File: src/rtl/draw_tri_sched.sv
`default_nettype none
// ============================================================================
//  Module   : draw_tri_sched
//  Purpose  : Queues triangle-draw requests (16-bit edge-table addresses)
//             and issues them one at a time to the triangle fetch engine
//             as a single-cycle start pulse followed by a BUSY handshake.
//             Watches for a missing acknowledge or a hung engine and
//             reports sticky errors.
//  Options  : DRAW_SCHED_STATS_EN adds saturating issue/drop counters.
//  Revision : 1.0  initial release
// ============================================================================
module draw_tri_sched #(
    parameter int QDEPTH       = 8,
    parameter int ACK_TIMEOUT  = 4,
    parameter int DONE_TIMEOUT = 256
) (
    input  logic                      CLK,
    input  logic                      rst,
    input  logic                      cmd_valid,
    input  logic [15:0]               cmd_edge_addr,
    output logic                      cmd_ready,
    output logic                      draw_req_pulse,
    output logic [15:0]               edge_addr,
    input  logic                      eng_busy,
    output logic [$clog2(QDEPTH):0]   q_level,
    output logic                      q_empty,
    output logic                      q_full,
    output logic                      idle,
    output logic                      drop_pulse,
    output logic                      err_ack,
    output logic                      err_hang,
    input  logic                      err_clr
`ifdef DRAW_SCHED_STATS_EN
    ,
    output logic [15:0]               stat_issued,
    output logic [15:0]               stat_dropped
`endif
);

    localparam int C_PW   = $clog2(QDEPTH);
    localparam int C_LW   = C_PW + 1;
    localparam int C_TMAX = (DONE_TIMEOUT > ACK_TIMEOUT) ? DONE_TIMEOUT : ACK_TIMEOUT;
    localparam int C_TW   = $clog2(C_TMAX + 1);

    localparam logic [C_LW-1:0] C_DEPTH     = C_LW'(QDEPTH);
    localparam logic [C_TW-1:0] C_ACK_LAST  = C_TW'(ACK_TIMEOUT - 1);
    localparam logic [C_TW-1:0] C_DONE_LAST = C_TW'(DONE_TIMEOUT - 1);
    localparam logic [C_TW-1:0] C_DONE_SAT  = C_TW'(DONE_TIMEOUT);

    typedef enum logic [1:0] {
        ST_IDLE      = 2'd0,
        ST_ISSUE     = 2'd1,
        ST_WAIT_ACK  = 2'd2,
        ST_WAIT_DONE = 2'd3
    } state_t;

    state_t            r_state;
    state_t            w_next_state;
    logic [15:0]       r_mem [QDEPTH];
    logic [C_PW-1:0]   r_wr_ptr;
    logic [C_PW-1:0]   r_rd_ptr;
    logic [C_LW-1:0]   r_level;
    logic [C_TW-1:0]   r_timer;
    logic [C_TW-1:0]   w_next_timer;
    logic              r_pulse;
    logic [15:0]       r_edge_addr;
    logic              r_drop;
    logic              r_err_ack;
    logic              r_err_hang;

    logic              w_empty;
    logic              w_full;
    logic              w_push;
    logic              w_pop;
    logic              w_drop;
    logic              w_issue;
    logic              w_set_ack;
    logic              w_set_hang;

    assign w_empty = (r_level == '0);
    assign w_full  = (r_level == C_DEPTH);
    assign w_push  = cmd_valid && !w_full;
    assign w_drop  = cmd_valid && w_full;
    assign w_pop   = w_issue && !w_empty;

    // State register
    always_ff @(posedge CLK) begin
        if (rst) begin
            r_state <= ST_IDLE;
        end else begin
            r_state <= w_next_state;
        end
    end

    // Next-state, timer and event decode. The acknowledge window covers the
    // pulse cycle and the three cycles after it; the hang timer saturates.
    always_comb begin
        w_next_state = r_state;
        w_next_timer = '0;
        w_issue      = 1'b0;
        w_set_ack    = 1'b0;
        w_set_hang   = 1'b0;
        case (r_state)
            ST_IDLE: begin
                // A foreign start (eng_busy already high) holds us here.
                if (!w_empty && !eng_busy) begin
                    w_next_state = ST_ISSUE;
                end
            end
            ST_ISSUE: begin
                w_issue      = 1'b1;
                w_next_state = ST_WAIT_ACK;
            end
            ST_WAIT_ACK: begin
                if (eng_busy) begin
                    w_next_state = ST_WAIT_DONE;
                end else if (r_timer == C_ACK_LAST) begin
                    // No retry: the request is dropped on a missing acknowledge.
                    w_set_ack    = 1'b1;
                    w_next_state = ST_IDLE;
                end else begin
                    w_next_timer = r_timer + 1'b1;
                end
            end
            ST_WAIT_DONE: begin
                if (!eng_busy) begin
                    w_next_state = ST_IDLE;
                end else begin
                    w_next_timer = (r_timer == C_DONE_SAT) ? r_timer : r_timer + 1'b1;
                    w_set_hang   = (r_timer == C_DONE_LAST);
                end
            end
            default: begin
                w_next_state = ST_IDLE;
            end
        endcase
    end

    // FIFO storage; contents are only ever qualified by the pointers
    always_ff @(posedge CLK) begin
        if (w_push) begin
            r_mem[r_wr_ptr] <= cmd_edge_addr;
        end
    end

    // FIFO pointers and occupancy; pointers wrap modulo the depth
    always_ff @(posedge CLK) begin
        if (rst) begin
            r_wr_ptr <= '0;
            r_rd_ptr <= '0;
            r_level  <= '0;
        end else begin
            if (w_push) begin
                r_wr_ptr <= r_wr_ptr + 1'b1;
            end
            if (w_pop) begin
                r_rd_ptr <= r_rd_ptr + 1'b1;
            end
            case ({w_push, w_pop})
                2'b10:   r_level <= r_level + 1'b1;
                2'b01:   r_level <= r_level - 1'b1;
                default: r_level <= r_level;
            endcase
        end
    end

    // Registered engine interface, timer, drop strobe and sticky errors
    always_ff @(posedge CLK) begin
        if (rst) begin
            r_timer     <= '0;
            r_pulse     <= 1'b0;
            r_edge_addr <= '0;
            r_drop      <= 1'b0;
            r_err_ack   <= 1'b0;
            r_err_hang  <= 1'b0;
        end else begin
            r_timer <= w_next_timer;
            r_pulse <= w_issue;
            r_drop  <= w_drop;
            if (w_issue) begin
                r_edge_addr <= r_mem[r_rd_ptr];
            end
            if (err_clr) begin
                r_err_ack  <= 1'b0;
                r_err_hang <= 1'b0;
            end else begin
                if (w_set_ack) begin
                    r_err_ack <= 1'b1;
                end
                if (w_set_hang) begin
                    r_err_hang <= 1'b1;
                end
            end
        end
    end

`ifdef DRAW_SCHED_STATS_EN
    logic [15:0] r_stat_issued;
    logic [15:0] r_stat_dropped;

    // Saturating issue/drop counters, cleared together with the errors
    always_ff @(posedge CLK) begin
        if (rst || err_clr) begin
            r_stat_issued  <= '0;
            r_stat_dropped <= '0;
        end else begin
            if (w_issue && (r_stat_issued != 16'hFFFF)) begin
                r_stat_issued <= r_stat_issued + 16'd1;
            end
            if (w_drop && (r_stat_dropped != 16'hFFFF)) begin
                r_stat_dropped <= r_stat_dropped + 16'd1;
            end
        end
    end

    assign stat_issued  = r_stat_issued;
    assign stat_dropped = r_stat_dropped;
`endif

    assign cmd_ready      = !w_full;
    assign draw_req_pulse = r_pulse;
    assign edge_addr      = r_edge_addr;
    assign q_level        = r_level;
    assign q_empty        = w_empty;
    assign q_full         = w_full;
    assign idle           = (r_state == ST_IDLE) && w_empty && !eng_busy;
    assign drop_pulse     = r_drop;
    assign err_ack        = r_err_ack;
    assign err_hang       = r_err_hang;

endmodule
`default_nettype wire

File: config.mk
export PLATFORM = sky130hd
export DESIGN_NAME = draw_tri_sched
export DESIGN_NICKNAME = d
export VERILOG_FILES = /design/src/rtl/draw_tri_sched.sv
export SDC_FILE = /design/constraint.sdc
export NUM_CORES = 1
export LEC_CHECK = 0
export CAP_MARGIN = 20
export CORE_MARGIN = 1.5
export CORE_UTILIZATION = 35
export CTS_CLUSTER_DIAMETER = 50
export DETAILED_ROUTE_END_ITERATION = 12
export PLACE_DENSITY = 0.49
export REMOVE_ABC_BUFFERS = 1
export SYNTH_ARGS = -nofsm -noshare
export SYNTH_HDL_FRONTEND = slang
export SYNTH_SLANG_ARGS = --single-unit
File: constraint.sdc
create_clock -name CLK -period 4 [get_ports CLK]
set_clock_uncertainty 0.05 [all_clocks]
set_input_delay 0.8 -clock CLK [delete_from_list [all_inputs] [get_ports CLK]]
set_output_delay 0.8 -clock CLK [all_outputs]
set_load 0.01 [all_outputs]
==> flow_results.xml <==
<?xml version="1.0" encoding="UTF-8"?>
<metrics>
  <group name="setup_path">
    <metric name="cp_data_required_time" unit="ns">3.15</metric>
    <metric name="crit_type" unit="">reg -&gt; out</metric>
    <metric name="timing.reg2reg.setup_slack" unit="ns">1.35</metric>
    <metric name="worstPathArrival" unit="ns">2.19</metric>
    <metric name="worst_setup_path_startpoint" unit="">q_level[0]</metric>
    <metric name="cp-start-kind" unit="">flip-flop</metric>
    <metric name="r2r-end" unit="">q_level[2]</metric>
    <metric name="cp-endpoint" unit="">idle</metric>
    <metric name="endpoint_kind" unit="">output port</metric>
    <metric name="critPathMaxFanout" unit="">7</metric>
    <metric name="r2r.worst_path.cells" unit="">9</metric>
    <metric name="crit-reg2reg-launch" unit="">q_level[0]</metric>
  </group>
  <group name="logic_synthesis">
    <metric name="synth_top_flop_cell" unit="">sky130_fd_sc_hd__edfxtp_1</metric>
    <metric name="synth_area_per_cell" unit="um^2">16.70</metric>
    <metric name="netlist.top_cell.by_area" unit="">sky130_fd_sc_hd__edfxtp_1</metric>
    <metric name="yosysTopAreaCellShare" unit="">0.5886</metric>
    <metric name="ys_top_cells_by_count" unit="">sky130_fd_sc_hd__edfxtp_1 (128), sky130_fd_sc_hd__dfxtp_1 (41), sky130_fd_sc_hd__nor2_1 (36)</metric>
    <metric name="synth_edf_count" unit="">128</metric>
    <metric name="asyncSetResetFlopFracSynth" unit="">0</metric>
    <metric name="synth.most_common_cell" unit="">sky130_fd_sc_hd__edfxtp_1</metric>
    <metric name="ys_top_cells_by_area" unit="">sky130_fd_sc_hd__edfxtp_1 (59%), sky130_fd_sc_hd__dfxtp_1 (13%), sky130_fd_sc_hd__mux4_2 (11%), sky130_fd_sc_hd__nor2_1 (2.1%), sky130_fd_sc_hd__nor3_1 (1.7%)</metric>
    <metric name="yosys_warnings" unit="">0</metric>
    <metric name="ys_ff_latch" unit="">169</metric>
    <metric name="synth_cell_type_count" unit="">42</metric>
    <metric name="syn_std_cell_area" unit="um^2">6530</metric>
    <metric name="synth.yosys.seq_area_share" unit="">0.7143</metric>
    <metric name="syn-instance-count" unit="">391</metric>
  </group>
  <group name="placement">
    <metric name="place.port_buffers" unit="">48</metric>
    <metric name="gpl.final_weighted_congestion" unit="">0.7236</metric>
    <metric name="detailed_place_hpwl" unit="um">7972</metric>
    <metric name="number_of_instances_in_the_placed_design" unit="">662</metric>
  </group>
  <group name="run_status">
    <metric name="run_status" unit="">finished with violations</metric>
    <metric name="failed_checks" unit="">DRC</metric>
  </group>
  <group name="timing">
    <metric name="setup_viol" unit="">0</metric>
    <metric name="grt_setup_unrepaired" unit="">no</metric>
    <metric name="final_max_slew_viol_count" unit="">0</metric>
    <metric name="min_period" unit="ns">3.041</metric>
    <metric name="slew-limit-headroom" unit="">0.3550</metric>
    <metric name="total_negative_slack_for_setup_checks" unit="ns">0</metric>
    <metric name="min_period_over_period" unit="">0.7604</metric>
    <metric name="hold_violations_final" unit="">0</metric>
    <metric name="timing_worst_slew_pin_value" unit="ns">0.9662</metric>
    <metric name="achievable-frequency" unit="MHz">328.8</metric>
  </group>
  <group name="die">
    <metric name="fp-row-count" unit="">49</metric>
    <metric name="die_height" unit="um">139.6</metric>
    <metric name="design.die.area" unit="um^2">19490</metric>
    <metric name="core-area" unit="um^2">18150</metric>
    <metric name="die-width" unit="um">139.6</metric>
    <metric name="io_pins" unit="">49</metric>
    <metric name="start_util" unit="">0.3598</metric>
  </group>
  <group name="cells_and_area">
    <metric name="area_growth_syn_to_layout" unit="%">21.29</metric>
    <metric name="drive_above_1_share" unit="">0.1871</metric>
    <metric name="seq_area" unit="um^2">4666</metric>
    <metric name="num-fill-cells" unit="">1636</metric>
    <metric name="multi_input_area" unit="um^2">1758</metric>
    <metric name="post_layout_nonfiller_instances" unit="">694</metric>
    <metric name="fin_nets" unit="">481</metric>
    <metric name="antenna_cells" unit="">0</metric>
  </group>
  <group name="cts">
    <metric name="cts_inserted_buffers" unit="">17</metric>
    <metric name="clock_tree.buffer_depth" unit="">2</metric>
    <metric name="clk_latency" unit="ns">0.42</metric>
    <metric name="post_cts.repair.setup_buffers" unit="">0</metric>
    <metric name="clk_pin_slew_worst_paths" unit="ns">0.07</metric>
    <metric name="post_cts_gate_resize_count" unit="">0</metric>
    <metric name="hold_fix_buffers_at_cts" unit="">0</metric>
    <metric name="htree_levels" unit="">4</metric>
    <metric name="cts.root.buffer_cell" unit="">sky130_fd_sc_hd__clkbuf_16</metric>
    <metric name="cts.sinks" unit="">169</metric>
    <metric name="tritoncts_clock_tree" unit="">done</metric>
  </group>
  <group name="routing">
    <metric name="via_count" unit="">3538</metric>
    <metric name="detailedRoute.firstIterationViolations" unit="">233</metric>
    <metric name="routed_via_density" unit="">5.098</metric>
    <metric name="drt_first_pass_iters" unit="">8</metric>
    <metric name="drcViolationCount" unit="">7</metric>
    <metric name="wl_per_cell" unit="um">19.42</metric>
    <metric name="finalWirelength" unit="um">13480</metric>
    <metric name="ant_nets" unit="">0</metric>
  </group>
  <group name="power_and_ir_drop">
    <metric name="share_comb_of_total_power" unit="">0.086</metric>
    <metric name="seq_power_share" unit="">0.502</metric>
    <metric name="power.leakage" unit="uW">0.002561</metric>
    <metric name="p_sw_frac" unit="">0.2321</metric>
    <metric name="p_per_area" unit="nW/um^2">503.2</metric>
    <metric name="p_clk_frac" unit="">0.412</metric>
    <metric name="ir_worst_vdd" unit="uV">311.8</metric>
    <metric name="internal_power" unit="uW">3060</metric>
    <metric name="net-switching-power" unit="uW">924.8</metric>
  </group>
  <group name="grt">
    <metric name="antenna_found_initial" unit="">0</metric>
    <metric name="overall_overflow_remaining_after_global_route" unit="">0</metric>
    <metric name="grt_first_pass_wirelength" unit="um">20870</metric>
    <metric name="grt_max_degree" unit="">20</metric>
    <metric name="grt_pass1_vias" unit="">3554</metric>
    <metric name="grt_usage" unit="">0.1478</metric>
  </group>
  <group name="worst_hold_path">
    <metric name="worst_hold_path_type" unit="">reg -&gt; reg</metric>
    <metric name="worst_hold_startpoint" unit="">edge_addr[0]</metric>
  </group>
  <group name="job">
    <metric name="max-cap-violations" unit="">0</metric>
  </group>
</metrics>
==> flip-flops by register name, indices dropped and copies added (netlist names) <==
signal,count
draw_req_pulse,1
drop_pulse,1
edge_addr,16
err_ack,1
err_hang,1
q_level,4
r_mem,128
r_rd_ptr,3
r_state,2
r_timer,9
r_wr_ptr,3
==> area by class of cell <==
| cell class | instances | area share |
|---|---|---|
| sequential | 169 | 0.5891 |
| clock inverter | 15 | 0.02085 |
| clock buffer | 17 | 0.05371 |
| inverter | 7 | 0.003318 |
| timing repair buffer | 63 | 0.07488 |
| multi-input combinational | 194 | 0.2220 |
| tap | 229 | 0.03618 |
==> critical path, cell delays in order, from the launching register on <==
cell                              delay (ns)
sky130_fd_sc_hd__dfxtp_1                0.37
sky130_fd_sc_hd__or4_1                  0.56
sky130_fd_sc_hd__inv_1                  0.15
sky130_fd_sc_hd__and3_1                 0.17
sky130_fd_sc_hd__clkdlybuf4s50_1        0.53
==> cells in the final DEF (no fill, tap or decap), types with 2 or more instances in the layout <==
cell type                         instances
sky130_fd_sc_hd__nor4_2                   2
sky130_fd_sc_hd__nand2_1                  8
sky130_fd_sc_hd__nor3_2                   4
sky130_fd_sc_hd__nand3_1                  7
sky130_fd_sc_hd__o31ai_4                  2
sky130_fd_sc_hd__or3_1                    3
sky130_fd_sc_hd__clkinv_1                 3
sky130_fd_sc_hd__xor2_1                   9
sky130_fd_sc_hd__a21oi_1                 10
sky130_fd_sc_hd__edfxtp_1               128
sky130_fd_sc_hd__clkdlybuf4s50_1         48
sky130_fd_sc_hd__mux4_2                  32
sky130_fd_sc_hd__buf_4                   15
sky130_fd_sc_hd__inv_8                    4
sky130_fd_sc_hd__inv_1                    7
sky130_fd_sc_hd__nor3_1                  18
sky130_fd_sc_hd__clkbuf_16               17
sky130_fd_sc_hd__o21ai_0                  5
sky130_fd_sc_hd__nand4_1                  2
sky130_fd_sc_hd__bufinv_16                2
sky130_fd_sc_hd__inv_6                    2
sky130_fd_sc_hd__a211o_1                  3
sky130_fd_sc_hd__clkinv_4                 3
sky130_fd_sc_hd__dfxtp_1                 40
sky130_fd_sc_hd__o22ai_1                 16
sky130_fd_sc_hd__nor4b_1                  2
sky130_fd_sc_hd__nor2b_1                  2
sky130_fd_sc_hd__and3_1                   3
sky130_fd_sc_hd__and4_1                   2
sky130_fd_sc_hd__nand2b_1                 4
sky130_fd_sc_hd__nor2_1                  36
sky130_fd_sc_hd__ha_1                     8
sky130_fd_sc_hd__xnor2_1                  3
==> power by group through the flow <==
| stage | clock network, uW | registers, uW | logic (uW) |
|---|---|---|---|
| after floorplan | 0 | 2050 | 157 |
| after global placement | 0 | 2040 | 347 |
| after detailed placement | 0 | 2040 | 350 |
| after CTS | 1690 | 2000 | 351 |
| after global routing | 1770 | 2010 | 377 |
| final | 1640 | 2000 | 342 |
==> worst min path at each step <==
stage	end	slack (ns)	cells past startpoint
2_1_floorplan	r_wr_ptr[1]	0.44	2
3_5_place_dp	edge_addr[4]	0.43	2
3_3_place_gp	edge_addr[5]	0.43	2
6_report	edge_addr[0]	0.44	2
4_1_cts	edge_addr[7]	0.45	2
5_1_grt	edge_addr[13]	0.47	2
==> kinds of logic (layout without fill, tap and decap cells) <==
group,count (synthesis),after routing,synth area share
xor gates and xnor gates,12,12,0.01610
DFF,169,169,0.7143
adders and majority gates,8,8,0.01533
buffers and inverters,28,102,0.02088
AOI/OAI and AO/OA,37,37,0.03871
muxes,33,33,0.1119
and+or+nand+nor,104,104,0.08278
==> routing by layer <==
layer,GRT usage,up-vias,share of wire
met5,0,-,0
met4,0.04321,0,0.0085
met3,0.04095,7,0.043
met2,0.2448,71,0.50
met1,0.1906,1807,0.45
li1,-,1653,-
==> stage by stage <==
step / worst slack [ns] / total power, uW / cell area (um^2) / utilization / hold WS, ns
6_report: 0.9586 / 3985 / 7920 / 0.4364 / 0.4421
5_1_grt: 0.8384 / 4151 / 7920 / 0.4364 / 0.4704
4_1_cts: 0.9365 / 4037 / 7920 / 0.4364 / 0.4455
3_5_place_dp: 0.9995 / 2388 / 7330 / 0.4039 / 0.4282
3_3_place_gp: 1.028 / 2382 / 7330 / 0.4039 / 0.4267
2_1_floorplan: 1.013 / 2205 / 6420 / - / 0.4416
Power figures use the tool's default switching activity.
